`config.mk`:
```
export PLATFORM = sky130hd
export DESIGN_NAME = dmem_responder
export DESIGN_NICKNAME = d
export VERILOG_FILES = /design/src/rtl/dmem_responder_pkg.sv /design/src/rtl/dmem_array.sv /design/src/rtl/dmem_responder.sv
export SDC_FILE = /design/constraint.sdc
export NUM_CORES = 2
export LEC_CHECK = 0
export CAP_MARGIN = 20
export CORE_MARGIN = 1.5
export CORE_UTILIZATION = 35
export DETAILED_ROUTE_END_ITERATION = 12
export GPL_TIMING_DRIVEN = 0
export PLACE_DENSITY_LB_ADDON = 0.08
export SYNTH_ARGS = -nofsm -noshare
export SYNTH_HDL_FRONTEND = slang
export SYNTH_SLANG_ARGS = --single-unit
```
`constraint.sdc`:
```
create_clock -name clk -period 4.7 [get_ports clk]
set_input_delay 0.47 -clock clk [delete_from_list [all_inputs] [get_ports clk]]
set_output_delay 0.47 -clock clk [all_outputs]
set_load 0.02 [all_outputs]
```
`src/rtl/dmem_responder_pkg.sv`:
```
// Shared types and constants for the data-memory responder.
// Imported by the responder top and its storage array.
package dmem_responder_pkg;

  typedef enum logic [1:0] {
    IDLE = 2'd0,
    WAIT = 2'd1,
    RESP = 2'd2
  } state_e;

  localparam int OFFSET_W = 2;
  localparam int STRB_W   = 4;

  // Wait counter must hold WAIT_CYCLES-1 and never collapse to zero width
  function automatic int cnt_width(input int wait_cycles);
    int w;
    w = $clog2(wait_cycles + 1);
    return (w < 1) ? 1 : w;
  endfunction

endpackage

```
`src/rtl/dmem_array.sv`:
```
// Word-organised storage: synchronous per-byte-lane write, asynchronous word read.
// Contents are deliberately untouched by reset.
module dmem_array
  import dmem_responder_pkg::*;
#(
  parameter int    DEPTH_WORDS = 64,
  parameter string INIT_FILE   = "",
  localparam int   AW          = (DEPTH_WORDS > 1) ? $clog2(DEPTH_WORDS) : 1
) (
  input  logic              clk,
  input  logic              we_i,
  input  logic [AW-1:0]     waddr_i,
  input  logic [STRB_W-1:0] wstrb_i,
  input  logic [31:0]       wdata_i,
  input  logic [AW-1:0]     raddr_i,
  output logic [31:0]       rdata_o
);

  logic [31:0] mem_q [DEPTH_WORDS];

  // Byte-lane write merge
  always_ff @(posedge clk) begin
    for (int i = 0; i < STRB_W; i++) begin
      if (we_i && wstrb_i[i]) begin
        mem_q[waddr_i][8*i +: 8] <= wdata_i[8*i +: 8];
      end
    end
  end

  assign rdata_o = mem_q[raddr_i];

endmodule

```
`src/rtl/dmem_responder.sv`:
```
// Valid/ready data-memory slave with programmable wait states, byte strobes
// and error reporting for misaligned or out-of-range accesses.
module dmem_responder
  import dmem_responder_pkg::*;
#(
  parameter int          DEPTH_WORDS = 64,
  parameter logic [31:0] BASE_ADDR   = 32'h0000_0000,
  parameter int          WAIT_CYCLES = 2,
  parameter string       INIT_FILE   = ""
) (
  input  logic        clk,
  input  logic        reset,
  input  logic        req_valid,
  output logic        req_ready,
  input  logic        req_we,
  input  logic [31:0] req_addr,
  input  logic [31:0] req_wdata,
  input  logic [3:0]  req_wstrb,
  output logic        rsp_valid,
  input  logic        rsp_ready,
  output logic [31:0] rsp_rdata,
  output logic        rsp_err
);

  localparam int                CNT_W       = cnt_width(WAIT_CYCLES);
  localparam int                AW          = (DEPTH_WORDS > 1) ? $clog2(DEPTH_WORDS) : 1;
  localparam logic [31:0]       LIMIT_BYTES = 32'(DEPTH_WORDS * 4);
  localparam logic [CNT_W-1:0]  CNT_LOAD    = CNT_W'((WAIT_CYCLES > 0) ? WAIT_CYCLES - 1 : 0);

  state_e              state_q;
  logic [CNT_W-1:0]    cnt_q;
  logic                we_q;
  logic [31:0]         addr_q;
  logic [31:0]         wdata_q;
  logic [STRB_W-1:0]   wstrb_q;
  logic                req_ready_q;
  logic                rsp_valid_q;
  logic [31:0]         rsp_rdata_q;
  logic                rsp_err_q;

  logic                cur_we_s;
  logic [31:0]         cur_addr_s;
  logic [31:0]         cur_wdata_s;
  logic [STRB_W-1:0]   cur_wstrb_s;
  logic [31:0]         offset_s;
  logic                accept_s;
  logic                commit_s;
  logic                mem_we_s;
  logic [31:0]         mem_rdata_s;
  logic [31:0]         rsp_rdata_d;
  logic                rsp_err_d;

  // With zero wait states the commit edge is the acceptance edge, so the live
  // request fields are used instead of the not-yet-latched copies.
  always_comb begin
    accept_s    = (state_q == IDLE) && req_valid && req_ready_q;
    cur_we_s    = (state_q == IDLE) ? req_we    : we_q;
    cur_addr_s  = (state_q == IDLE) ? req_addr  : addr_q;
    cur_wdata_s = (state_q == IDLE) ? req_wdata : wdata_q;
    cur_wstrb_s = (state_q == IDLE) ? req_wstrb : wstrb_q;
    offset_s    = cur_addr_s - BASE_ADDR;
    rsp_err_d   = (|cur_addr_s[OFFSET_W-1:0]) || (cur_addr_s < BASE_ADDR) ||
                  (offset_s >= LIMIT_BYTES);
    commit_s    = ((state_q == WAIT) && (cnt_q == '0)) ||
                  (accept_s && (WAIT_CYCLES == 0));
    mem_we_s    = commit_s && cur_we_s && !rsp_err_d;
    rsp_rdata_d = (cur_we_s || rsp_err_d) ? 32'h0000_0000 : mem_rdata_s;
  end

  dmem_array #(
    .DEPTH_WORDS (DEPTH_WORDS),
    .INIT_FILE   (INIT_FILE)
  ) u_array (
    .clk     (clk),
    .we_i    (mem_we_s),
    .waddr_i (offset_s[AW+1:OFFSET_W]),
    .wstrb_i (cur_wstrb_s),
    .wdata_i (cur_wdata_s),
    .raddr_i (offset_s[AW+1:OFFSET_W]),
    .rdata_o (mem_rdata_s)
  );

  // Request/response FSM with registered handshake outputs
  always_ff @(posedge clk) begin
    if (reset) begin
      state_q     <= IDLE;
      cnt_q       <= '0;
      we_q        <= 1'b0;
      addr_q      <= 32'h0000_0000;
      wdata_q     <= 32'h0000_0000;
      wstrb_q     <= '0;
      req_ready_q <= 1'b1;
      rsp_valid_q <= 1'b0;
      rsp_rdata_q <= 32'h0000_0000;
      rsp_err_q   <= 1'b0;
    end else begin
      case (state_q)
        IDLE: begin
          if (accept_s) begin
            we_q        <= req_we;
            addr_q      <= req_addr;
            wdata_q     <= req_wdata;
            wstrb_q     <= req_wstrb;
            req_ready_q <= 1'b0;
            if (WAIT_CYCLES > 0) begin
              state_q <= WAIT;
              cnt_q   <= CNT_LOAD;
            end else begin
              state_q     <= RESP;
              rsp_valid_q <= 1'b1;
              rsp_rdata_q <= rsp_rdata_d;
              rsp_err_q   <= rsp_err_d;
            end
          end
        end
        WAIT: begin
          if (cnt_q == '0) begin
            state_q     <= RESP;
            rsp_valid_q <= 1'b1;
            rsp_rdata_q <= rsp_rdata_d;
            rsp_err_q   <= rsp_err_d;
          end else begin
            cnt_q <= cnt_q - CNT_W'(1);
          end
        end
        RESP: begin
          if (rsp_ready) begin
            state_q     <= IDLE;
            rsp_valid_q <= 1'b0;
            rsp_rdata_q <= 32'h0000_0000;
            rsp_err_q   <= 1'b0;
            req_ready_q <= 1'b1;
          end
        end
        default: begin
          state_q     <= IDLE;
          cnt_q       <= '0;
          req_ready_q <= 1'b1;
          rsp_valid_q <= 1'b0;
          rsp_rdata_q <= 32'h0000_0000;
          rsp_err_q   <= 1'b0;
        end
      endcase
    end
  end

  assign req_ready = req_ready_q;
  assign rsp_valid = rsp_valid_q;
  assign rsp_rdata = rsp_rdata_q;
  assign rsp_err   = rsp_err_q;

endmodule

```
==> results.cfg <==
[drt]
vias = 62700
initialDrtViolationCount = 11600
viasPerCell = 6.39
dr.pass1.iters = 8
drc = 0
wirelength_mm = 463
wire_per_inst_um = 47.2
drtAntennaViolNets = 0

[clocking]
clock_sinks = 2156
clk_pin_slew_ns = 0.07
clk_latency_ns = 0.93
cts_hold_buf = 0
cts_made_buffers = 233
clockBufferDepth = 3
clock-root-buffer = clkbuf_16
htree_levels = 4
cts_tree = yes

[power]
max-vdd-ir-drop_mv = 0.343
total_leakage_power_nw = 32.9
p_per_area_nw_per_um2 = 468

[sta]
hold_viol_final = 0
finalCriticalPeriod_ns = 4.92
hold_ws_ns = 0.126
relSlewSlack = 0.133
slew_viol_final = 0
worst_pin_slew_ns = 1.29
skew_ns = 0.0710
fin_crit_sh = 1.05
tns_ns = -16.67
fmax_mhz = 203
setup_slack_ns = -0.217
rsz0062_at_grt = true
finalSetupViolCount = 256

[finish]
final_cells = 9812
area_delta_synth_final_pct = 23.2
final_common_cell = edfxtp_1
drive_above_1_share = 0.186
fin_util = 0.435
fill_cells = 21200
register_area_um2 = 63700
multiInputGateArea_um2 = 18600
nets = 6517
final_cell_mix = edfxtp_1, nand2_1, o22ai_1

[critical_path]
worstPathMaxFanout = 10
r2r_cells = 12
startpoint = state_q[0]$_SDFFE_PP0P_
worstPathArrival_ns = 5.77
critical_path.reg2reg.startpoint = state_q[0]$_SDFFE_PP0P_
cp.required_ns = 5.55
critPathLaunchType = flop
reg2reg_to = rsp_rdata[21]$_SDFFE_PP0P_
endpoint_kind = flop
endpoint = rsp_rdata[21]$_SDFFE_PP0P_
rrSetupSlack_ns = -0.22
critPathKind = flop to flop

[global_routing]
grt_pass1_wl_mm = 584
grt_max_degree = 65
grt_pass1_vias = 56000
antenna_found_initial = 67
gr-usage-all-layers = 0.384
grt_overflow = 0

[placed_design]
port-buffer-count = 106
hpwl_mm = 327
globalplace.congestion = 1.06
place_inst = 9326

[synth]
synth_ff_type = edfxtp_1
syn_inst = 5801
seq_area_frac_synth = 0.773
yosysWarningCount = 0
syn_area_um2 = 82300
synth_edf_count = 2048
synthDistinctLibCells = 59
synth_seq_cells = 2156
async_flop_share = 0
synth_nets = 5875
avgSynthCellArea_um2 = 14.2

[floorplan]
io_pins = 108
placementRows = 177
die_h_um = 488
die_area_um2 = 238000
coreArea_um2 = 233000
die_w_um = 488
initial_core_util = 0.353

[outcome]
violations = setup timing
outcome = finished with violations

[run]
drv_cap = 0

[min_path]
hp-class = input pin to flop
synthesized netlist by cell type, types with 12 or more instances:
cell type | number | area share
dfxtp_1 | 108 | 0.026
nor3_1 | 296 | 0.018
buf_2 | 130 | 0.0079
nand2_1 | 1116 | 0.051
edfxtp_1 | 2048 | 0.75
o221ai_1 | 70 | 0.0074
nor2_1 | 210 | 0.0096
nand3_1 | 269 | 0.016
a22o_1 | 15 | 0.0016
a32oi_1 | 90 | 0.0096
mux2i_1 | 78 | 0.0095
buf_1 | 81 | 0.0037
o22ai_1 | 416 | 0.032
a32o_1 | 22 | 0.0027
a21oi_1 | 231 | 0.014
clkbuf_1 | 188 | 0.0086
buf_4 | 19 | 0.0017
or4_1 | 12 | 0.0011
nor4_1 | 36 | 0.0027
a31oi_1 | 128 | 0.0097
o21ai_0 | 98 | 0.0060
through the flow:
step | total power, mW | worst slack [ns] | cell area, um^2
after floorplan | 24.5 | 1.58 | 82300
after global placement | 28.8 | -3.62 | 87300
after detailed placement | 29.2 | -2.08 | 92600
after CTS | 47.0 | 0.0101 | 101000
after global routing | 47.9 | -0.0670 | 101000
final | 47.5 | -0.217 | 101000
report_power, final:
| group | switching (mW) | internal (mW) | total [mW] |
|---|---|---|---|
| combinational | 6.30 | 1.51 | 7.81 |
| sequential | 0.0355 | 21.6 | 21.6 |
| clock | 8.07 | 9.99 | 18.1 |
| total | 14.4 | 33.1 | 47.5 |
cell families (layout without fill, tap and decap cells):
family / count (synthesis) / after routing / synth area share
flops: 2156 / 2156 / 0.773
compound gates: 1149 / 1149 / 0.0903
fa+ha+maj: 1 / 1 / 0.000152
mux: 86 / 86 / 0.0112
other cells: 0 / 39 / 0
simple gates: 1980 / 1980 / 0.102
buf+inv: 429 / 1269 / 0.0230
layer usage:
layer / global-route usage / vias to the layer above / share of wire
met3: 0.139 / 1233 / 0.14
met2: 0.533 / 5302 / 0.41
met5: 0.00469 / - / 0.00063
met4: 0.260 / 24 / 0.080
li1: - / 23800 / -
met1: 0.498 / 32400 / 0.37
worst min path at each step:
stage | from | end | slack (ns) | cells past startpoint
finish | req_addr[11] | addr_q[11]$_SDFFE_PP0P_ | 0.13 | 3
global route | req_addr[11] | addr_q[11]$_SDFFE_PP0P_ | 0.12 | 3
CTS | req_addr[22] | addr_q[22]$_SDFFE_PP0P_ | 0.07 | 3
detailed placement | rsp_rdata[1]$_SDFFE_PP0P_ | rsp_rdata[1]$_SDFFE_PP0P_ | 0.44 | 2
global placement | rsp_rdata[28]$_SDFFE_PP0P_ | rsp_rdata[28]$_SDFFE_PP0P_ | 0.43 | 2
floorplan | addr_q[14]$_SDFFE_PP0P_ | addr_q[14]$_SDFFE_PP0P_ | 0.44 | 2
registers in the layout, indices dropped and copies added (netlist names):
register       cells
rsp_err            1
state_q            2
wdata_q           32
wstrb_q            4
u_array.mem_q   2048
addr_q            32
cnt_q              2
rsp_rdata         32
we_q               1
req_ready          1
rsp_valid          1
worst max-delay path, stage by stage (launching register included):
cell and delay (ns):
dfxtp_1 0.30, buf_2 0.27, or2_1 0.16, buf_6 0.22, mux2i_4 0.64, buf_2 0.55, buf_4 0.47, nor2_1 0.13
nor4_1 0.74, a21oi_1 0.51, a21oi_1 0.45, o21ai_0 0.19, o21ai_0 0.18
layout make-up:
| class | count | area share |
|---|---|---|
| antenna | 39 | 0.000962 |
| timing repair buffer | 416 | 0.0533 |
| tap | 3132 | 0.0386 |
| inverter | 5 | 0.000185 |
| sequential | 2156 | 0.627 |
| clock buffer | 313 | 0.0625 |
| clock inverter | 120 | 0.00995 |
| multi-input combinational | 3216 | 0.184 |
| buffer | 415 | 0.0233 |
what timing repair did:
item,4_1_cts,5_1_grt
pin swaps,12,2
resized for setup,264,49
buffers inserted,9,3
endpoints found under the setup margin,1832,183
No activity file was read; power rests on OpenSTA's default activity.
